$ cat src/rtl/ctrl_pkg.sv
// Shared types and constants for the control pipeline: per-stage control field
// groups, their bubble values, and the instruction opcodes they are decoded from.
package ctrl_pkg;

  localparam int unsigned CTRL_REG_W = 5;
  localparam int unsigned CTRL_AOP_W = 3;

  typedef struct packed {
    logic                  reg_ds;
    logic [CTRL_AOP_W-1:0] aop;
    logic                  alu_src;
  } ex_ctrl_t;

  typedef struct packed {
    logic branch;
    logic mread;
    logic mwrite;
  } m_ctrl_t;

  typedef struct packed {
    logic mtor;
    logic urw;
  } wb_ctrl_t;

  localparam ex_ctrl_t EX_BUBBLE = '0;
  localparam m_ctrl_t  M_BUBBLE  = '0;
  localparam wb_ctrl_t WB_BUBBLE = '0;

  localparam logic [5:0] OP_RTYPE = 6'b000000;
  localparam logic [5:0] OP_LW    = 6'b100011;
  localparam logic [5:0] OP_SW    = 6'b101011;
  localparam logic [5:0] OP_BEQ   = 6'b000100;
  localparam logic [5:0] OP_ADDI  = 6'b001000;
  localparam logic [5:0] OP_ANDI  = 6'b001100;
  localparam logic [5:0] OP_ORI   = 6'b001101;
  localparam logic [5:0] OP_SLTI  = 6'b001010;

endpackage

$ cat src/rtl/ctrl_pipe_if.sv
// ID-stage control bundle in, per-stage controls and hazard signals out.
// master = ID stage / environment, slave = ctrl_pipe.
interface ctrl_pipe_if
  import ctrl_pkg::*;
#(
  parameter int unsigned REG_W = CTRL_REG_W,
  parameter int unsigned AOP_W = CTRL_AOP_W
);
  logic             id_valid;
  logic             id_RegDs;
  logic             id_Branch;
  logic             id_MRead;
  logic             id_MtoR;
  logic [AOP_W-1:0] id_AOp;
  logic             id_MWrite;
  logic             id_ALUsrc;
  logic             id_Urw;
  logic [REG_W-1:0] id_rs;
  logic [REG_W-1:0] id_rt;
  logic [REG_W-1:0] id_rd;
  logic             ex_zero;

  logic             ex_RegDs;
  logic             ex_ALUsrc;
  logic [AOP_W-1:0] ex_AOp;
  logic             mem_MRead;
  logic             mem_MWrite;
  logic             mem_pcsrc;
  logic             wb_MtoR;
  logic             wb_Urw;
  logic [REG_W-1:0] wb_wreg;
  logic             stall;
  logic             flush_ifid;

  modport master (
    output id_valid, id_RegDs, id_Branch, id_MRead, id_MtoR, id_AOp, id_MWrite,
           id_ALUsrc, id_Urw, id_rs, id_rt, id_rd, ex_zero,
    input  ex_RegDs, ex_ALUsrc, ex_AOp, mem_MRead, mem_MWrite, mem_pcsrc,
           wb_MtoR, wb_Urw, wb_wreg, stall, flush_ifid
  );

  modport slave (
    input  id_valid, id_RegDs, id_Branch, id_MRead, id_MtoR, id_AOp, id_MWrite,
           id_ALUsrc, id_Urw, id_rs, id_rt, id_rd, ex_zero,
    output ex_RegDs, ex_ALUsrc, ex_AOp, mem_MRead, mem_MWrite, mem_pcsrc,
           wb_MtoR, wb_Urw, wb_wreg, stall, flush_ifid
  );

endinterface

$ cat src/rtl/hazard_detect.sv
// Combinational load-use stall detection, branch resolution and stall/flush
// arbitration for the control pipeline.
module hazard_detect #(
  parameter int unsigned REG_W = 5
) (
  input  logic             ex_mread,
  input  logic [REG_W-1:0] ex_wreg,
  input  logic             id_valid,
  input  logic [REG_W-1:0] id_rs,
  input  logic [REG_W-1:0] id_rt,
  input  logic             mem_branch,
  input  logic             mem_zero,
  output logic             pcsrc,
  output logic             flush,
  output logic             stall
);

  logic load_use;

  assign pcsrc = mem_branch & mem_zero;
  assign flush = pcsrc;

  // A load into r0 never creates a dependency.
  assign load_use = ex_mread & (ex_wreg != '0) & ((ex_wreg == id_rs) | (ex_wreg == id_rt))
                    & id_valid;

  // Younger instructions are being discarded on a flush, so holding them is pointless.
  assign stall = load_use & ~flush;

endmodule

$ cat src/rtl/ctrl_pipe.sv
// Carries decoded controls and register fields through ID/EX, EX/MEM and MEM/WB,
// inserting bubbles on invalid issue, load-use stall and branch flush.
module ctrl_pipe
  import ctrl_pkg::*;
#(
  parameter int unsigned REG_W = CTRL_REG_W,
  parameter int unsigned AOP_W = CTRL_AOP_W
) (
  input logic        clk,
  input logic        rst_n,
  ctrl_pipe_if.slave bus
);

  typedef struct packed {
    ex_ctrl_t         ex;
    m_ctrl_t          m;
    wb_ctrl_t         wb;
    logic [REG_W-1:0] rt;
    logic [REG_W-1:0] rd;
  } idex_t;

  typedef struct packed {
    m_ctrl_t          m;
    wb_ctrl_t         wb;
    logic [REG_W-1:0] wreg;
    logic             zero;
  } exmem_t;

  typedef struct packed {
    wb_ctrl_t         wb;
    logic [REG_W-1:0] wreg;
  } memwb_t;

  idex_t  idex_d, idex_q;
  exmem_t exmem_d, exmem_q;
  memwb_t memwb_d, memwb_q;

  logic [REG_W-1:0] ex_wreg;
  logic [AOP_W-1:0] id_aop;  // AOP_W is expected to equal CTRL_AOP_W
  logic             pcsrc;
  logic             flush;
  logic             stall;

  assign id_aop  = bus.id_AOp;
  assign ex_wreg = idex_q.ex.reg_ds ? idex_q.rd : idex_q.rt;

  hazard_detect #(
    .REG_W(REG_W)
  ) u_hazard (
    .ex_mread  (idex_q.m.mread),
    .ex_wreg   (ex_wreg),
    .id_valid  (bus.id_valid),
    .id_rs     (bus.id_rs),
    .id_rt     (bus.id_rt),
    .mem_branch(exmem_q.m.branch),
    .mem_zero  (exmem_q.zero),
    .pcsrc     (pcsrc),
    .flush     (flush),
    .stall     (stall)
  );

  // Controls are only sampled under id_valid so X on an idle ID stage cannot leak in.
  always_comb begin
    idex_d = '0;
    if (bus.id_valid && !stall && !flush) begin
      idex_d.ex.reg_ds  = bus.id_RegDs;
      idex_d.ex.aop     = id_aop;
      idex_d.ex.alu_src = bus.id_ALUsrc;
      idex_d.m.branch   = bus.id_Branch;
      idex_d.m.mread    = bus.id_MRead;
      idex_d.m.mwrite   = bus.id_MWrite;
      idex_d.wb.mtor    = bus.id_MtoR;
      idex_d.wb.urw     = bus.id_Urw;
      idex_d.rt         = bus.id_rt;
      idex_d.rd         = bus.id_rd;
    end
  end

  always_comb begin
    exmem_d = '0;
    if (!flush) begin
      exmem_d.m    = idex_q.m;
      exmem_d.wb   = idex_q.wb;
      exmem_d.wreg = ex_wreg;
      exmem_d.zero = bus.ex_zero;
    end
  end

  always_comb begin
    memwb_d      = '0;
    memwb_d.wb   = exmem_q.wb;
    memwb_d.wreg = exmem_q.wreg;
  end

  always_ff @(posedge clk or negedge rst_n) begin
    if (!rst_n) begin
      idex_q  <= '{ex: EX_BUBBLE, m: M_BUBBLE, wb: WB_BUBBLE, rt: '0, rd: '0};
      exmem_q <= '{m: M_BUBBLE, wb: WB_BUBBLE, wreg: '0, zero: 1'b0};
      memwb_q <= '{wb: WB_BUBBLE, wreg: '0};
    end else begin
      idex_q  <= idex_d;
      exmem_q <= exmem_d;
      memwb_q <= memwb_d;
    end
  end

  assign bus.ex_RegDs   = idex_q.ex.reg_ds;
  assign bus.ex_ALUsrc  = idex_q.ex.alu_src;
  assign bus.ex_AOp     = idex_q.ex.aop;
  assign bus.mem_MRead  = exmem_q.m.mread;
  assign bus.mem_MWrite = exmem_q.m.mwrite;
  assign bus.mem_pcsrc  = pcsrc;
  assign bus.wb_MtoR    = memwb_q.wb.mtor;
  assign bus.wb_Urw     = memwb_q.wb.urw;
  assign bus.wb_wreg    = memwb_q.wreg;
  assign bus.stall      = stall;
  assign bus.flush_ifid = flush;

endmodule

$ cat src/flat_wrapper.sv
// flat-port wrapper written by rule: the top's interface ports become plain ports
module ctrl_pipe_flat import ctrl_pkg::*;
#(
  parameter int unsigned REG_W = CTRL_REG_W,
  parameter int unsigned AOP_W = CTRL_AOP_W
)
  (clk, rst_n, bus_id_valid, bus_id_RegDs, bus_id_Branch, bus_id_MRead, bus_id_MtoR, bus_id_AOp, bus_id_MWrite, bus_id_ALUsrc, bus_id_Urw, bus_id_rs, bus_id_rt, bus_id_rd, bus_ex_zero, bus_ex_RegDs, bus_ex_ALUsrc, bus_ex_AOp, bus_mem_MRead, bus_mem_MWrite, bus_mem_pcsrc, bus_wb_MtoR, bus_wb_Urw, bus_wb_wreg, bus_stall, bus_flush_ifid);
  ctrl_pipe_if #(.REG_W(REG_W), .AOP_W(AOP_W)) bus_i ();
  input logic clk;
  input logic rst_n;
  input wire logic [$bits(bus_i.id_valid)-1:0] bus_id_valid;
  input wire logic [$bits(bus_i.id_RegDs)-1:0] bus_id_RegDs;
  input wire logic [$bits(bus_i.id_Branch)-1:0] bus_id_Branch;
  input wire logic [$bits(bus_i.id_MRead)-1:0] bus_id_MRead;
  input wire logic [$bits(bus_i.id_MtoR)-1:0] bus_id_MtoR;
  input wire logic [$bits(bus_i.id_AOp)-1:0] bus_id_AOp;
  input wire logic [$bits(bus_i.id_MWrite)-1:0] bus_id_MWrite;
  input wire logic [$bits(bus_i.id_ALUsrc)-1:0] bus_id_ALUsrc;
  input wire logic [$bits(bus_i.id_Urw)-1:0] bus_id_Urw;
  input wire logic [$bits(bus_i.id_rs)-1:0] bus_id_rs;
  input wire logic [$bits(bus_i.id_rt)-1:0] bus_id_rt;
  input wire logic [$bits(bus_i.id_rd)-1:0] bus_id_rd;
  input wire logic [$bits(bus_i.ex_zero)-1:0] bus_ex_zero;
  output wire logic [$bits(bus_i.ex_RegDs)-1:0] bus_ex_RegDs;
  output wire logic [$bits(bus_i.ex_ALUsrc)-1:0] bus_ex_ALUsrc;
  output wire logic [$bits(bus_i.ex_AOp)-1:0] bus_ex_AOp;
  output wire logic [$bits(bus_i.mem_MRead)-1:0] bus_mem_MRead;
  output wire logic [$bits(bus_i.mem_MWrite)-1:0] bus_mem_MWrite;
  output wire logic [$bits(bus_i.mem_pcsrc)-1:0] bus_mem_pcsrc;
  output wire logic [$bits(bus_i.wb_MtoR)-1:0] bus_wb_MtoR;
  output wire logic [$bits(bus_i.wb_Urw)-1:0] bus_wb_Urw;
  output wire logic [$bits(bus_i.wb_wreg)-1:0] bus_wb_wreg;
  output wire logic [$bits(bus_i.stall)-1:0] bus_stall;
  output wire logic [$bits(bus_i.flush_ifid)-1:0] bus_flush_ifid;
  assign bus_i.id_valid = bus_id_valid;
  assign bus_i.id_RegDs = bus_id_RegDs;
  assign bus_i.id_Branch = bus_id_Branch;
  assign bus_i.id_MRead = bus_id_MRead;
  assign bus_i.id_MtoR = bus_id_MtoR;
  assign bus_i.id_AOp = bus_id_AOp;
  assign bus_i.id_MWrite = bus_id_MWrite;
  assign bus_i.id_ALUsrc = bus_id_ALUsrc;
  assign bus_i.id_Urw = bus_id_Urw;
  assign bus_i.id_rs = bus_id_rs;
  assign bus_i.id_rt = bus_id_rt;
  assign bus_i.id_rd = bus_id_rd;
  assign bus_i.ex_zero = bus_ex_zero;
  assign bus_ex_RegDs = bus_i.ex_RegDs;
  assign bus_ex_ALUsrc = bus_i.ex_ALUsrc;
  assign bus_ex_AOp = bus_i.ex_AOp;
  assign bus_mem_MRead = bus_i.mem_MRead;
  assign bus_mem_MWrite = bus_i.mem_MWrite;
  assign bus_mem_pcsrc = bus_i.mem_pcsrc;
  assign bus_wb_MtoR = bus_i.wb_MtoR;
  assign bus_wb_Urw = bus_i.wb_Urw;
  assign bus_wb_wreg = bus_i.wb_wreg;
  assign bus_stall = bus_i.stall;
  assign bus_flush_ifid = bus_i.flush_ifid;
  ctrl_pipe #(.REG_W(REG_W), .AOP_W(AOP_W)) u_core (.clk(clk), .rst_n(rst_n), .bus(bus_i));
endmodule
$ cat config.mk
export PLATFORM = sky130hd
export DESIGN_NAME = ctrl_pipe_flat
export DESIGN_NICKNAME = d
export VERILOG_FILES = /design/src/rtl/ctrl_pkg.sv /design/src/rtl/ctrl_pipe_if.sv /design/src/rtl/hazard_detect.sv /design/src/rtl/ctrl_pipe.sv /design/src/flat_wrapper.sv
export SDC_FILE = /design/constraint.sdc
export NUM_CORES = 1
export LEC_CHECK = 0
export CORE_MARGIN = 2
export CORE_UTILIZATION = 40
export DETAILED_ROUTE_END_ITERATION = 10
export GPL_TIMING_DRIVEN = 0
export PLACE_DENSITY = 0.71
export SKIP_LAST_GASP = 1
export SYNTH_ARGS = -nofsm -noshare
export SYNTH_HDL_FRONTEND = slang
export SYNTH_SLANG_ARGS = --single-unit
$ cat constraint.sdc
create_clock -name clk -period 3.4 [get_ports clk]
set_clock_uncertainty 0.2 [all_clocks]
set_input_delay 0.85 -clock clk [delete_from_list [all_inputs] [get_ports clk]]
set_output_delay 0.85 -clock clk [all_outputs]
set_load 0.05 [all_outputs]
==> impl_metrics.sql <==
INSERT INTO impl_metrics (metric_group, metric, value, unit) VALUES
('cts', 'tritoncts', 'yes', ''),
('critical_path', 'cp.buffers_inverters', '2', ''),
('routing', 'drtIter0Drc', '57', ''),
('finish', 'seqCellArea', '951', 'sq um'),
('logic_synthesis', 'synth_largest_area_cell', 'sky130_fd_sc_hd__dfrtp_1', ''),
('critical_path', 'critical_path_required', '2.35', 'ns'),
('sta', 'grt_setup_unrepaired', 'no', ''),
('routing', 'route.detailed.vias_per_inst', '4.72', ''),
('cts', 'cts_made_buffers', '5', ''),
('sta', 'period_needed', '3.25', 'ns'),
('routing', 'met3_wirelength', '158', 'um'),
('critical_path', 'biggest_fanout_along_the_worst_timing_path', '3', ''),
('cts', 'clock-sinks', '38', ''),
('critical_path', 'worstPathArrival', '2.20', 'ns'),
('critical_path', 'setup.worst_path.class', 'in -> out', ''),
('routing', 'drtAntennaViolNets', '0', ''),
('global_routing', 'initial_antenna_violation_count', '0', ''),
('sta', 'slew_headroom', '45.8', '%'),
('placement', 'gpl.final_weighted_congestion', '0.751', ''),
('critical_path', 'worst_path_largest_cell_delay', '0.46', 'ns'),
('cts', 'clock_path_buffers', '2', ''),
('critical_path', 'crit_path_slowest_cell', 'sky130_fd_sc_hd__clkdlybuf4s50_1', ''),
('floorplanning', 'floorplan.initialDensity', '41.2', '%'),
('hold_path', 'min_path_type', 'reg -> reg', ''),
('logic_synthesis', 'syn_nets', '158', ''),
('logic_synthesis', 'synth_area_leaders', 'sky130_fd_sc_hd__dfrtp_1 (58%), sky130_fd_sc_hd__nor3_2 (14%), sky130_fd_sc_hd__nand2_1 (5.0%)', ''),
('critical_path', 'cp_top_family', 'buffers and inverters', ''),
('routing', 'vias', '1115', ''),
('logic_synthesis', 'yosys.cell_types.count', '19', ''),
('cts', 'cts.clk_slew.worst_paths', '0.07', 'ns'),
('sta', 'report.final.setup_viol', '0', ''),
('critical_path', 'critical_path.cell_chain', 'clkdlybuf4s50_1, xnor2_1, nor3_2, and4_4, or2_1, buf_6', ''),
('logic_synthesis', 'syn-mean-instance-area', '12.7', 'sq um'),
('sta', 'tightestPinTransition', '0.812', 'ns'),
('job', 'drv.max_cap_violation_count', '0', ''),
('routing', 'highest_layer', 'met4', ''),
('sta', 'worst_hold_slack', '0.149', 'ns'),
('placement', 'dp_hpwl', '2.27', 'mm'),
('cts', 'htree_num_levels', '2', ''),
('finish', 'drive_above_1_share', '26.9', '%'),
('global_routing', 'grt_overflow_total', '0', ''),
('logic_synthesis', 'synth-seq-cells', '38', ''),
('routing', 'detail_route.drc_violations', '0', ''),
('pwr', 'power.density', '428', 'mW/mm^2'),
('floorplanning', 'die_height', '68.0', 'um'),
('floorplanning', 'chipWidth', '68.0', 'um'),
('global_routing', 'vias_in_the_first_global_route', '1107', ''),
('sta', 'clock.fmax', '0.307', 'GHz'),
('pwr', 'cellLeakagePower', '1.10', 'nW'),
('run_status', 'status', 'complete, no violations', ''),
('cts', 'clk-insertion-delay-late', '0.29', 'ns'),
('routing', 'detailedRoute.firstPassIterationCount', '4', ''),
('logic_synthesis', 'post_synth_instance_area', '0.00164', 'sq mm'),
('sta', 'part_of_the_cycle_the_worst_path_needs', '95.7', '%'),
('global_routing', 'gr-usage-all-layers', '15.2', '%'),
('floorplanning', 'placeable_core_area', '0.00397', 'sq mm'),
('sta', 'final_max_slew_viol_count', '0', ''),
('global_routing', 'maximum_number_of_pins_on_one_net_before_global_route_repair', '39', ''),
('floorplanning', 'row_count', '23', ''),
('finish', 'n_antenna_cell', '0', ''),
('logic_synthesis', 'yosys_warnings', '0', ''),
('cts', 'clock-root-buffer', 'sky130_fd_sc_hd__clkbuf_8', ''),
('logic_synthesis', 'synth_sequential_area_ratio', '58.1', '%'),
('routing', 'wl_per_cell', '13.1', 'um'),
('logic_synthesis', 'syn-instance-count', '129', ''),
('finish', 'area_delta_synth_final', '40.2', '%'),
('critical_path', 'worst_setup_path_start_kind', 'input port', ''),
('routing', 'met2WireLength', '1.58', 'mm'),
('pwr', 'vdd_ir_drop_max', '210', 'uV'),
('pwr', 'design_power_total', '982', 'uW'),
('logic_synthesis', 'yosysTopAreaCellShare', '58.1', '%'),
('finish', 'area_of_combinational_cells_with_multiple_inputs', '596', 'sq um'),
('critical_path', 'cp-end-kind', 'output port', ''),
('placement', 'placement.io_buffers', '45', ''),
('routing', 'wl', '3.09', 'mm'),
('finish', 'fin_nets', '214', ''),
('floorplanning', 'die_area', '0.00462', 'sq mm'),
('floorplanning', 'top_level_ports', '46', ''),
('routing', 'wl_met1', '1.26', 'mm'),
('sta', 'hold_viol', '0', ''),
('finish', 'number_of_fillers_in_the_final_layout', '325', ''),
('global_routing', 'first_pass_grt_wire_length', '5.03', 'mm');
-- cells in the final DEF, fill, tap and decap left out --
cell type | netlist | final
sky130_fd_sc_hd__dlymetal6s2s_1 | 0 | 1
sky130_fd_sc_hd__nor3_2 | 23 | 23
sky130_fd_sc_hd__dfrtp_1 | 38 | 38
sky130_fd_sc_hd__clkbuf_1 | 2 | 3
sky130_fd_sc_hd__or4_1 | 1 | 1
sky130_fd_sc_hd__buf_4 | 4 | 8
sky130_fd_sc_hd__clkdlybuf4s50_1 | 0 | 42
sky130_fd_sc_hd__a21boi_4 | 0 | 1
sky130_fd_sc_hd__buf_12 | 2 | 2
sky130_fd_sc_hd__nor3_1 | 2 | 1
sky130_fd_sc_hd__clkbuf_8 | 0 | 6
sky130_fd_sc_hd__mux2i_1 | 5 | 5
sky130_fd_sc_hd__nor3_4 | 0 | 1
sky130_fd_sc_hd__buf_6 | 3 | 4
sky130_fd_sc_hd__nand2_1 | 22 | 21
sky130_fd_sc_hd__nor2_1 | 5 | 5
sky130_fd_sc_hd__or4b_1 | 1 | 1
sky130_fd_sc_hd__nand2_2 | 0 | 1
sky130_fd_sc_hd__xnor2_1 | 6 | 6
sky130_fd_sc_hd__and4_4 | 2 | 2
sky130_fd_sc_hd__xor2_1 | 4 | 4
sky130_fd_sc_hd__inv_1 | 1 | 1
sky130_fd_sc_hd__clkinv_2 | 0 | 1
sky130_fd_sc_hd__buf_2 | 0 | 1
sky130_fd_sc_hd__or2_1 | 1 | 1
sky130_fd_sc_hd__and2_1 | 6 | 6
-- state kept, by name, summed over array words and instances (netlist names) --
name,flops
u_core.bus.ex_RegDs,1
u_core.bus.ex_ALUsrc,1
u_core.bus.ex_AOp,3
u_core.bus.mem_MRead,1
u_core.bus.mem_MWrite,1
u_core.exmem_q,9
u_core.bus.wb_Urw,1
u_core.bus.wb_wreg,5
u_core.idex_q,15
u_core.bus.wb_MtoR,1
-- metal layers --
| layer | GRT usage [%] | up-vias |
|---|---|---|
| met3 | 5.26 | 9 |
| met4 | 6.00 | 0 |
| met5 | 0 | - |
| met1 | 18.4 | 545 |
| met2 | 24.8 | 31 |
| li1 | - | 530 |
-- report_power, final --
| group | leakage, nW | internal, mW | switching (mW) |
|---|---|---|---|
| registers | 0.494 | 0.481 | 0.0111 |
| logic | 0.560 | 0.0812 | 0.102 |
| clock network | 0.0482 | 0.163 | 0.143 |
| total | 1.10 | 0.726 | 0.256 |
-- cell type report --
cell class                      instances  area share (%)
Multi-Input combinational cell         79            26.0
Timing Repair Buffer                   49            20.9
Clock buffer                            7            3.76
Buffer                                 11            4.85
Clock inverter                          1           0.218
Sequential cell                        38            41.4
Inverter                                1           0.164
Tap cell                               50            2.73
-- logic make-up (layout without fill, tap and decap cells) --
kind of cell    Yosys count  count (layout)  synth area share (%)
compound gates            1               1                 0.459
xor+xnor                 10              10                  5.35
buf+inv                  12              69                  7.03
flops                    38              38                  58.1
mux                       5               5                  3.06
simple gates             63              63                  26.0
-- metrics by stage --
stage | TNS (ns) | worst slack, ns | utilization, % | cells | instance area (sq um)
after global placement | -0.827 | -0.827 | 54.1 | 224 | 2150
after detailed placement | -0.860 | -0.860 | 54.0 | 224 | 2140
after CTS | 0 | 0.0132 | 56.7 | 233 | 2250
after floorplan | 0 | 0.266 | - | 129 | 1640
final | 0 | 0.146 | 57.8 | 236 | 2290
after global routing | 0 | 0.0796 | 57.8 | 236 | 2290
-- synth_stat cells --
master                     instances
sky130_fd_sc_hd__inv_1             1
sky130_fd_sc_hd__nor3_2           23
sky130_fd_sc_hd__xor2_1            4
sky130_fd_sc_hd__or4b_1            1
sky130_fd_sc_hd__or2_1             1
sky130_fd_sc_hd__dfrtp_1          38
sky130_fd_sc_hd__and4_4            2
sky130_fd_sc_hd__nor2_1            5
sky130_fd_sc_hd__buf_6             3
sky130_fd_sc_hd__buf_12            2
sky130_fd_sc_hd__and2_1            6
sky130_fd_sc_hd__nand2_1          22
sky130_fd_sc_hd__mux2i_1           5
sky130_fd_sc_hd__buf_4             4
sky130_fd_sc_hd__clkbuf_1          2
sky130_fd_sc_hd__xnor2_1           6
sky130_fd_sc_hd__nor3_1            2
sky130_fd_sc_hd__or4_1             1
sky130_fd_sc_hd__a21boi_1          1
-- final timing paths --
| check | startpoint | to | slack, ns | cells past startpoint |
|---|---|---|---|---|
| worst min register to register | u_core.exmem_q[7] | u_core.bus.wb_MtoR | 0.15 | 0 |
| worst max register to register | u_core.idex_q[8] | u_core.idex_q[4] | 1.15 | 7 |
| max in group asynchronous | rst_n | u_core.bus.wb_wreg[2] | 2.03 | 1 |
| worst max-delay path | bus_id_rt[0] | bus_stall | 0.15 | 6 |
| min in group asynchronous | rst_n | u_core.exmem_q[4] | 0.46 | 1 |
| worst min-delay path | u_core.exmem_q[7] | u_core.bus.wb_MtoR | 0.15 | 0 |
-- repair_timing --
item,in CTS,in global routing
endpoints found under the setup margin,1,1
setup buffers,1,3
hold buffers,0,0
pin swaps,2,5
gates resized for setup,9,4
Power figures use the tool's default switching activity.
